$ cat src/rtl/uart_stream_loader.sv
// uart_stream_loader: runs a fixed command/handshake exchange over a byte-wide
// UART interface. It then streams the coefficient memory and the sample memory
// out most-significant byte first, and finally waits for the filter to report
// completion. Every response wait is bounded by a saturating timeout counter.
module uart_stream_loader #(
  parameter int WORD_W     = 16,
  parameter int COEF_DEPTH = 64,
  parameter int DATA_DEPTH = 1024,
  parameter int TIMEOUT    = 4096,
  localparam int MAX_DEPTH = (COEF_DEPTH > DATA_DEPTH) ? COEF_DEPTH : DATA_DEPTH,
  localparam int AW        = (MAX_DEPTH > 1) ? $clog2(MAX_DEPTH) : 1
) (
  input  logic              CLK,
  input  logic              RESET_N,
  input  logic              START,
  output logic              MEM_SEL,
  output logic [AW-1:0]     MEM_ADDR,
  input  logic [WORD_W-1:0] MEM_RDATA,
  output logic [7:0]        TX_BYTE,
  output logic              TX_VALID,
  input  logic              TX_ACK,
  input  logic [7:0]        RSP_BYTE,
  input  logic              RSP_VALID,
  input  logic              FILTER_COMPLETE,
  output logic              BUSY,
  output logic              DONE,
  output logic              ERR,
  output logic [2:0]        ERR_CODE
);

  localparam int NB = WORD_W / 8;
  localparam int TW = $clog2(TIMEOUT + 1);
  localparam logic [AW-1:0] COEF_LAST = AW'(COEF_DEPTH - 1);
  localparam logic [AW-1:0] DATA_LAST = AW'(DATA_DEPTH - 1);
  localparam logic [2:0]    BYTE_LAST = 3'(NB - 1);
  localparam logic [TW-1:0] TO_LAST   = TW'(TIMEOUT - 1);
  localparam logic [TW-1:0] TO_SAT    = TW'(TIMEOUT);

  typedef enum logic [3:0] {
    IDLE, CMD, CMD_WT, HS, HS_WT, COEF, COEF_WT, DATA, DATA_WT, FILT, DONE_S, ERR_S
  } state_e;

  // Per-word sub-steps: present address, latch read data, send byte, idle gap.
  typedef enum logic [1:0] {SP_ADDR, SP_LATCH, SP_SEND, SP_GAP} sub_e;

  state_e              state_q, state_d;
  sub_e                sub_q, sub_d;
  logic [AW-1:0]       k_q, k_d;
  logic                mem_sel_q, mem_sel_d;
  logic [WORD_W-1:0]   word_q, word_d;
  logic [2:0]          byte_idx_q, byte_idx_d;
  logic [7:0]          tx_byte_q, tx_byte_d;
  logic                tx_valid_q, tx_valid_d;
  logic [TW-1:0]       to_cnt_q, to_cnt_d;
  logic                err_q, err_d;
  logic [2:0]          err_code_q, err_code_d;

  // Per wait-state decode: expected response, success target and phase code.
  logic [7:0]          exp_byte;
  state_e              ok_state;
  logic [2:0]          phase_code;
  logic                go_err;
  logic [AW-1:0]       last_k;

  // State and datapath registers, cleared asynchronously so a reset aborts any byte in flight.
  always_ff @(posedge CLK or negedge RESET_N) begin
    if (!RESET_N) begin
      state_q    <= IDLE;
      sub_q      <= SP_ADDR;
      k_q        <= '0;
      mem_sel_q  <= 1'b0;
      word_q     <= '0;
      byte_idx_q <= '0;
      tx_byte_q  <= 8'h00;
      tx_valid_q <= 1'b0;
      to_cnt_q   <= '0;
      err_q      <= 1'b0;
      err_code_q <= 3'd0;
    end else begin
      state_q    <= state_d;
      sub_q      <= sub_d;
      k_q        <= k_d;
      mem_sel_q  <= mem_sel_d;
      word_q     <= word_d;
      byte_idx_q <= byte_idx_d;
      tx_byte_q  <= tx_byte_d;
      tx_valid_q <= tx_valid_d;
      to_cnt_q   <= to_cnt_d;
      err_q      <= err_d;
      err_code_q <= err_code_d;
    end
  end

  // Next-state logic: handshake sequencing, word streaming and timeout handling.
  always_comb begin
    state_d    = state_q;
    sub_d      = sub_q;
    k_d        = k_q;
    mem_sel_d  = mem_sel_q;
    word_d     = word_q;
    byte_idx_d = byte_idx_q;
    tx_byte_d  = tx_byte_q;
    tx_valid_d = tx_valid_q;
    to_cnt_d   = to_cnt_q;
    err_d      = err_q;
    err_code_d = err_code_q;
    go_err     = 1'b0;
    exp_byte   = 8'h00;
    ok_state   = IDLE;
    phase_code = 3'd0;
    last_k     = mem_sel_q ? DATA_LAST : COEF_LAST;

    case (state_q)
      CMD_WT:  begin exp_byte = 8'h46; ok_state = HS;   phase_code = 3'd1; end
      HS_WT:   begin exp_byte = 8'h61; ok_state = COEF; phase_code = 3'd2; end
      COEF_WT: begin exp_byte = 8'h72; ok_state = DATA; phase_code = 3'd3; end
      DATA_WT: begin exp_byte = 8'h69; ok_state = FILT; phase_code = 3'd4; end
      FILT:    begin phase_code = 3'd5; end
      default: ;
    endcase

    case (state_q)
      IDLE: begin
        if (START) begin
          err_d      = 1'b0;
          err_code_d = 3'd0;
          k_d        = '0;
          mem_sel_d  = 1'b0;
          tx_valid_d = 1'b1;
          tx_byte_d  = 8'h39;
          state_d    = CMD;
        end
      end
      CMD, HS: begin
        if (TX_ACK) begin
          tx_valid_d = 1'b0;
          state_d    = (state_q == CMD) ? CMD_WT : HS_WT;
        end
      end
      CMD_WT, HS_WT, COEF_WT, DATA_WT: begin
        // A response byte wins over a timeout expiring in the same cycle.
        if (RSP_VALID) begin
          if (RSP_BYTE == exp_byte) begin
            state_d = ok_state;
            case (ok_state)
              HS:      begin tx_valid_d = 1'b1; tx_byte_d = 8'h68; end
              COEF:    begin k_d = '0; mem_sel_d = 1'b0; sub_d = SP_ADDR; end
              DATA:    begin k_d = '0; mem_sel_d = 1'b1; sub_d = SP_ADDR; end
              default: ;
            endcase
          end else begin
            go_err = 1'b1;
          end
        end else if (to_cnt_q >= TO_LAST) begin
          go_err = 1'b1;
        end else if (to_cnt_q != TO_SAT) begin
          to_cnt_d = to_cnt_q + 1'b1;
        end
      end
      COEF, DATA: begin
        case (sub_q)
          SP_ADDR:  sub_d = SP_LATCH;
          SP_LATCH: begin
            word_d     = MEM_RDATA;
            tx_byte_d  = MEM_RDATA[WORD_W-1 -: 8];
            tx_valid_d = 1'b1;
            byte_idx_d = '0;
            sub_d      = SP_SEND;
          end
          SP_SEND: begin
            if (TX_ACK) begin
              tx_valid_d = 1'b0;
              if (byte_idx_q == BYTE_LAST) begin
                if (k_q == last_k) begin
                  state_d = mem_sel_q ? DATA_WT : COEF_WT;
                end else begin
                  k_d   = k_q + 1'b1;
                  sub_d = SP_ADDR;
                end
              end else begin
                byte_idx_d = byte_idx_q + 1'b1;
                word_d     = word_q << 8;
                sub_d      = SP_GAP;
              end
            end
          end
          SP_GAP: begin
            tx_valid_d = 1'b1;
            tx_byte_d  = word_q[WORD_W-1 -: 8];
            sub_d      = SP_SEND;
          end
          default: sub_d = SP_ADDR;
        endcase
      end
      FILT: begin
        if (FILTER_COMPLETE) begin
          state_d = DONE_S;
        end else if (to_cnt_q >= TO_LAST) begin
          go_err = 1'b1;
        end else if (to_cnt_q != TO_SAT) begin
          to_cnt_d = to_cnt_q + 1'b1;
        end
      end
      DONE_S: state_d = IDLE;
      ERR_S: begin
        tx_valid_d = 1'b0;
        state_d    = IDLE;
      end
      default: state_d = IDLE;
    endcase

    if (go_err) begin
      state_d    = ERR_S;
      err_d      = 1'b1;
      err_code_d = phase_code;
      tx_valid_d = 1'b0;
    end

    // Every wait state starts counting from zero.
    if (state_d != state_q) begin
      to_cnt_d = '0;
    end
  end

  assign MEM_SEL  = mem_sel_q;
  assign MEM_ADDR = k_q;
  assign TX_BYTE  = tx_byte_q;
  assign TX_VALID = tx_valid_q;
  assign BUSY     = (state_q != IDLE);
  assign DONE     = (state_q == DONE_S);
  assign ERR      = err_q;
  assign ERR_CODE = err_code_q;

endmodule

$ cat config.mk
export PLATFORM = sky130hd
export DESIGN_NAME = uart_stream_loader
export DESIGN_NICKNAME = d
export VERILOG_FILES = /design/src/rtl/uart_stream_loader.sv
export SDC_FILE = /design/constraint.sdc
export NUM_CORES = 1
export LEC_CHECK = 0
export ABC_AREA = 1
export BUFFER_PORTS_ARGS = -buffer_cell sky130_fd_sc_hd__buf_2
export CORE_MARGIN = 2
export CORE_UTILIZATION = 44
export DETAILED_ROUTE_END_ITERATION = 8
export GPL_TIMING_DRIVEN = 0
export HOLD_SLACK_MARGIN = 0.12
export PLACE_DENSITY = 0.64
export SLEW_MARGIN = 0
export SYNTH_ARGS = -nofsm -noshare
export SYNTH_HDL_FRONTEND = slang
export SYNTH_SLANG_ARGS = --single-unit
$ cat constraint.sdc
create_clock -name CLK -period 7.05 [get_ports CLK]
set_clock_uncertainty 0.2 [all_clocks]
set_input_delay 0.3525 -clock CLK [delete_from_list [all_inputs] [get_ports CLK]]
set_output_delay 0.3525 -clock CLK [all_outputs]
set_load 0.05 [all_outputs]
---- Word level (Yosys, flattened, before mapping) ----
Cells that the tools add are included.
word-level totals
  register bits after elaboration ......... 62
  input port bits ......................... 30
  output and inout port bits .............. 26
  word-level logic and storage cells ...... 158
operators by class
  eq/ne operators ......................... 44
  muxes and demuxes ....................... 75
  reductions and logical operators ........ 24
  add/sub/neg operators ................... 3
  magnitude comparators ................... 1
operators with widths
  operator               number
  $mux 10                9
  $mux 13                5
  $mux 4                 11
  $mux 16                2
  $mux 8                 4
  $pmux 16 s2            1
  $pmux 10 s3            1
  $pmux 7 s4             1
  $pmux 13 s2            1
  $eq 4x3->1 const B     6
  $pmux 8 s3             1
  $ne 2x2->1 const B     10
  $pmux 4 s5             1
  $mux 3                 6
  $ne 3x3->1 const B     6
  $reduce_and 6->1       3
  $eq 4x4->1 const B     4
  $pmux 4 s4             1
  $pmux 8 s2             1
  $mux 1                 15
  $pmux 3 s5             1
  $add 13x1->13 const B  1
  $ge 13x12->1 const B   1
  $ne 13x13->1 const B   1
  33 further kinds       54

---- Depth between registers and ports, before layout ----
Gate-level depths: netlist of run 1.
  depth after elaboration ................. 11
  gate-level depth with buffers ........... 18
  depth with buffers taken out ............ 16

---- Least setup slack after synthesis of run 1 ----
OpenSTA, ideal clock, no wires.
  path type ............................... reg2reg
  start ................................... register state_q[1]
  end ..................................... register k_q[8] (netlist: MEM_ADDR[8])
  arrival ................................. 2.118 ns
  clock period less this slack ............ 2.444 ns
  buffers on the path ..................... 1
  cell stages (with the launch flop) ...... 12
  path slack .............................. 4.606 ns
  data required time ...................... 6.725 ns
  library setup time ...................... 0.125 ns
  cells stage by stage .................... dfrtp_1 > buf_6 > nor2_2 > nand2_1 > nand2_1 > nor2_1 > nor2_1 > nand3_1 > inv_1 > nand3_1 > o21ai_0 > a21oi_1
between the ends
  word-level cells in the longest chain between the ends .. 6
  elaborated cells on any way between the ends .. 26
  classes of those cells .................. 17 x eq/ne; 3 x mux; 6 x reduce/logical
RTL lines
  what                                      RTL line  RTL
  start, declared                           46        state_e state_q, state_d;
  start signal, assigned                    80        state_q <= state_d;
  $eq 4x4->1, or another cell as far along  113, 122
  $pmux 4 s4                                113       case (state_q)
  $eq 4x3->1                                145       case (ok_state)
  $reduce_or 2->1 (no source line)          -
  $ne 2x2->1 (no source line)               -
  $reduce_and 9->1 (no source line)         -
  end signal, assigned                      82        k_q <= k_d;
  end, declared                             48        logic [AW-1:0] k_q, k_d;
Parallel ways exist; a longest one is shown, timed or not.
A chain may end at the register's enable or synchronous reset.

---- Worst setup path in the final report of run 1 ----
  start ................................... register state_q[0]
  end ..................................... register k_q[8] (netlist: MEM_ADDR[8])
Same word-level chain as after synthesis.

==> results of run 1 <==
==> cell usage in the layout, fill, tap and decap left out, types with 3 or more instances in the layout <==
cell type,synthesis,layout
nor2_2,8,8
clkinvlp_4,0,4
xor2_1,5,5
nand2_2,4,4
nand3_1,34,34
xnor2_1,3,3
inv_2,7,7
nand2_4,5,5
inv_1,55,55
a31oi_1,10,10
nor3_1,8,8
buf_6,5,5
o22ai_1,3,3
nor3_2,10,10
a22o_1,8,8
clkbuf_8,0,9
dlygate4sd3_1,0,17
dfrtp_1,62,62
ha_1,5,5
nand2_1,111,111
nor2_1,65,65
a21oi_1,19,19
buf_2,2,55
o21ai_0,21,21
nand4_1,8,8
==> worst reg2reg max path: cells and delay by family, from the launching register on <==
kind | cells | cell delay, ns
AOI/OAI and AO/OA | 2 | 0.23
buffers and inverters | 2 | 0.25
DFF | 1 | 0.47
and+or+nand+nor | 8 | 1.45
==> layout make-up <==
| cell class | count | area share |
|---|---|---|
| Sequential cell | 62 | 0.3466 |
| Buffer | 10 | 0.01845 |
| Inverter | 63 | 0.05282 |
| Tap cell | 105 | 0.02935 |
| Clock buffer | 9 | 0.02767 |
| Timing Repair Buffer | 71 | 0.09894 |
| Multi-Input combinational cell | 347 | 0.4097 |
| Clock inverter | 7 | 0.01649 |
==> timing repair <==
action | in CTS | in global routing
resized for setup | 0 | 0
hold endpoints to repair | 80 | 0
hold buffers | 17 | 0
==> cell families after synthesis <==
kind of cell	after synthesis	synth area share
and+or+nand+nor	260	0.3337
adders and majority gates	5	0.01689
buffers and inverters	73	0.08612
DFF	62	0.4188
AOI/OAI and AO/OA	74	0.1256
xor gates and xnor gates	8	0.01891
==> where the power goes <==
part	internal [mW]	switching, mW	total, mW
clock network	0.164	0.158	0.322
logic	0.292	0.658	0.950
registers	0.457	0.0703	0.527
total	0.913	0.887	1.80
==> per-layer routing <==
layer | up-vias | part of all wire | global-route usage
li1 | 1746 | - | -
met1 | 1615 | 0.47 | 0.2979
met2 | 104 | 0.46 | 0.3479
met3 | 13 | 0.053 | 0.04933
met4 | 0 | 0.017 | 0.08810
met5 | - | 0 | 0
==> through the flow <==
stage / utilization / instances / hold slack [ns] / cell area [um2] / power (mW)
4_1_cts: 0.5476 / 674 / 0.2411 / 4477 / 1.814
3_3_place_gp: 0.5023 / 641 / 0.2594 / 4106 / 1.456
3_5_place_dp: 0.5026 / 641 / 0.2807 / 4109 / 1.477
6_report: 0.5476 / 674 / 0.2515 / 4477 / 1.799
5_1_grt: 0.5476 / 674 / 0.2858 / 4477 / 1.934
2_1_floorplan: - / 482 / -0.1431 / 3705 / 1.261
==> state kept, by name, indices dropped and copies added (netlist names) <==
signal      flops
TX_VALID        1
byte_idx_q      3
MEM_SEL         1
sub_q           2
word_q         16
state_q         4
to_cnt_q       13
ERR_CODE        3
TX_BYTE         8
ERR             1
MEM_ADDR       10
==> worst max path at each step <==
stage,end,cells after the start,from,slack [ns]
finish,MEM_ADDR[8]$_DFFE_PN0P_,12,state_q[0]$_DFF_PN0_,4.32
detailed placement,MEM_ADDR[8]$_DFFE_PN0P_,12,state_q[0]$_DFF_PN0_,4.38
global placement,MEM_ADDR[8]$_DFFE_PN0P_,12,state_q[0]$_DFF_PN0_,4.47
global route,MEM_ADDR[4]$_DFFE_PN0P_,14,state_q[1]$_DFF_PN0_,4.04
CTS,MEM_ADDR[8]$_DFFE_PN0P_,12,state_q[0]$_DFF_PN0_,4.36
floorplan,MEM_ADDR[8]$_DFFE_PN0P_,11,state_q[1]$_DFF_PN0_,4.61
==> impl_metrics.ini, run 1 <==
[yosys]
syn-num-nets = 517
netlist_instances = 482
synthArstFlopShare = 1.000
synth_commonest_cells = 111 x nand2_1, 65 x nor2_1, 62 x dfrtp_1, 55 x inv_1, 34 x nand3_1
synth_edf_count = 0
synth.avg_cell_area_um2 = 7.686
synth_warnings = 0
synth_cell_type_count = 42
dominantRegCellSynth = dfrtp_1
synth.largest_area_cell = dfrtp_1
ys_seq_area_frac = 0.4188
syn_area_um2 = 3705
ys_top_cells_by_area = dfrtp_1 42%, nand2_1 11%, nor2_1 6.6%, inv_1 5.6%, nand3_1 4.6%
synth-seq-cells = 62
synth.most_common_cell = nand2_1
yosysTopAreaCellShare = 0.4188

[routing]
ant_nets = 0
drt_iter0_drc = 123
drc = 0
drt_first_pass_iters = 7
avgRoutedWirePerCell_um = 13.50
via_per_inst = 5.160
dr_total_vias = 3478
totalWireLength_um = 9101

[critical_path]
critPathMaxFanout = 10
cp_cell_sequence = nor2_2, nand2_2, nand3_4, inv_2, nand2_1, nor2_1, nor2_1, nand3_1, inv_1, nand3_1, o21ai_0, a21oi_1
crit_family = simple AND/OR/NAND/NOR gates
critPathArrivalTime_ns = 2.75
r2r-end = MEM_ADDR[8]$_DFFE_PN0P_
critPathRequiredTime_ns = 7.07
cpMaxStageDelayCell = dfrtp_1
cpPeakStageDelay_ns = 0.47
criticalPathCategory = flip-flop to flip-flop
reg2regPathDepth = 12
r2r_start = state_q[0]$_DFF_PN0_
r2r_slack_ns = 4.32
cp_num_buf_inv = 2
end_kind = flip-flop
cp-start-kind = flip-flop

[timing]
rsz0062_at_grt = false
finalSetupViolations = 0
worst_pin_slew_ns = 0.8063
maxSlewViolCount = 0
setup_slack_ns = 4.320
slew-limit-headroom = 0.4625
period_needed_ns = 2.730
hold_violations = 0
finalCritPeriodShare = 0.3872
fmax_mhz = 366.3
tns_ns = 0

[clock_tree]
post_cts_buffers = 0
cts_buffers = 9
cts.path.max_buffers = 2
cts_sinks = 62
clk_latency_ns = 0.34
clock-root-buffer = clkbuf_8
cts_tree = yes
path_clk_slew_ns = 0.08
htree_num_levels = 3

[placement]
port-buffer-count = 54
place.gp.congestion = 0.8611
dp_hpwl_um = 6489
pre_cts_slack_ns = 4.379

[final_layout]
seqCellArea_um2 = 1551
nNetsFinal = 599
syn2layout_area_growth_pct = 20.84
antenna_cells = 0
multi_input_area_um2 = 1834
drive_gt1_frac = 0.2162
fillCellCount = 790

[floorplan]
core_um2 = 8175
die_y_um = 95.76
die_area_um2 = 9170
rows = 33
initial_core_util = 0.4532
die_x_um = 95.76
io_pins = 56

[grt]
grt_usage = 0.2215
antenna_found_initial = 0
grt_pass1_wl_um = 15780
grt_pass1_vias = 3409
overflow = 0
grt_max_degree = 63

[worst_hold_path]
min_path_cells = 5
hold_class = input port to flip-flop
worstHoldEndpoint = state_q[0]$_DFF_PN0_
min_from = RSP_VALID

[pwr]
leakage_nw = 2.248
peakVddDrop_uv = 406.8
power_density_nw_per_um2 = 401.9

[flow_run]
cap_violations = 0

[run_status]
outcome = complete, no violations
(Power assumes the default switching activity.)
==> run 2, diff against run 1 <==
Settings changed: PLACE_DENSITY 0.64 to 0.67.
Clock period 7.05 ns to 2.3 ns, I/O delays scaled along.
==> run 2 against run 1 <==
  * The run now ends with setup timing left
  * Fmax rose by 12%
  * Hold slack worse by 0.068 ns
  * Utilization is 9.2 points higher
  * Cell count grew 5.5%
  * Die area did not move
  * Power increased to 4.1 times the previous value
==> impl_metrics.ini, run 2 (synthesis gave the netlist of run 1 again) <==
[run_status]
outcome = finished with violations
violations = setup timing

[critical_path]
cpPeakStageDelay_ns = 0.49
critPathMaxFanout = 5
path_common_cell = nand2_4
cp-start-kind = flip-flop
crit_family = simple AND/OR/NAND/NOR gates
end_kind = flip-flop
critPathRequiredTime_ns = 2.37
cp_cell_sequence = nor2_4, inv_2, nor2_4, nor2_2, nor2_1, nand2_1, nor2_2, nand2_4, nand2_4, nand2_4, nand2_4, nand2_2, nand2_2, nand3_4, buf_12, nor3_4
cpMaxStageDelayCell = dfrtp_2
critPathArrivalTime_ns = 2.52
criticalPathCategory = flip-flop to flip-flop
cp_num_buf_inv = 2
r2r_slack_ns = -0.15

[worst_hold_path]
hold_class = input port to async pin

[grt]
overflow = 0
antenna_found_initial = 0
grt_pass1_wl_um = 15970
grt_pass1_vias = 3424
grt_max_degree = 63
grt_usage = 0.2251

[final_layout]
syn2layout_area_growth_pct = 41.24
drive_gt1_frac = 0.3498
largest_reg_flops = 16
fillCellCount = 678
layout_commonest_cell = nand2_1
antenna_cells = 0
nNetsFinal = 636
fin_util = 0.6400
largest_register = word_q
final_cell_mix = 95 x nand2_1, 57 x dfrtp_1, 54 x nor2_1
instances_no_fill = 711

[timing]
slew-limit-headroom = 0.4719
period_needed_ns = 2.447
worst_pin_slew_ns = 0.7922
tns_ns = -2.384
hold_violations = 0
finalCritPeriodShare = 1.064
fmax_mhz = 408.7
maxSlewViolCount = 0
rsz0062_at_grt = true
finalSetupViolations = 29
setup_slack_ns = -0.1466

[placement]
port-buffer-count = 54
dp.cells = 641
place.gp.congestion = 0.8797
dp_hpwl_um = 6485

[routing]
dr_total_vias = 3704
drt_iter0_drc = 173
via_per_inst = 5.210
avgRoutedWirePerCell_um = 14.48
ant_nets = 0
totalWireLength_um = 10300
drt_first_pass_iters = 4
drc = 0

[clock_tree]
cts_tree = yes
path_clk_slew_ns = 0.09
cts_buffers = 9
clk_latency_ns = 0.36
htree_num_levels = 3
clock-root-buffer = clkbuf_8
cts_sinks = 62
cts.path.max_buffers = 2

[floorplan]
core_um2 = 8175
rows = 33
io_pins = 56
die_y_um = 95.76
initial_core_util = 0.4532
die_x_um = 95.76
die_area_um2 = 9170

[pwr]
power_mw = 7.394
peakVddDrop_uv = 999.7
leakage_nw = 2.567
power_density_nw_per_um2 = 1413

[flow_run]
cap_violations = 0
## run 2: metal layers
metal  wire length (um)  part of all wire  track usage  vias to the layer above
li1                   -                 -            -                     1821
met1               4440              0.43       0.3047                     1746
met2               5107              0.50       0.3572                      118
met3                538             0.052      0.04620                       19
met4                209             0.020      0.08333                        0
met5                  0                 0            0                        -
## run 2: power breakdown
group	internal [mW]	switching [mW]
clock	0.835	0.487
sequential	1.41	0.231
combinational	1.79	2.65
## run 2: cell type report
type / count / area (um2) / area share
Clock inverter: 7 / 145.1 / 0.02774
Timing Repair Buffer: 108 / 793.3 / 0.1516
Multi-Input combinational cell: 347 / 2135 / 0.4079
Sequential cell: 62 / 1558 / 0.2977
Inverter: 63 / 246.5 / 0.04711
Clock buffer: 9 / 123.9 / 0.02367
Tap cell: 105 / 131.4 / 0.02511
Buffer: 10 / 100.1 / 0.01913
## run 2: metrics by stage
step | setup slack [ns] | hold WS (ns) | cell area [um2]
detailed placement | -0.3050 | 0.06180 | 4114
CTS | -0.1060 | 0.1914 | 4942
finish | -0.1466 | 0.1835 | 5233
global route | -0.2349 | 0.2228 | 5233
floorplan | 0.01383 | -0.3806 | 3710
global placement | -0.2881 | 0.1395 | 4111
## run 2: worst paths after layout
check                                           from                       to  cells past startpoint
worst max-delay path            state_q[0]$_DFF_PN0_  to_cnt_q[9]$_DFFE_PN0P_                     16
worst min-delay path                         RESET_N  to_cnt_q[0]$_DFFE_PN0P_                      2
worst max register to register  state_q[0]$_DFF_PN0_  to_cnt_q[9]$_DFFE_PN0P_                     16
worst min register to register       ERR$_DFFE_PN0P_          ERR$_DFFE_PN0P_                      2
max in group asynchronous                    RESET_N     state_q[2]$_DFF_PN0_                      2
min in group CLK                              TX_ACK     state_q[2]$_DFF_PN0_                      3
## run 2: repair_timing
| item | 4_1_cts | 5_1_grt |
|---|---|---|
| pin swaps | 14 | 21 |
| cloned | 1 | 1 |
| endpoints found under the setup margin | 47 | 43 |
| hold buffers | 20 | 0 |
| gates resized for setup | 51 | 45 |
| buffers inserted | 19 | 13 |
| hold endpoints to repair | 93 | 0 |
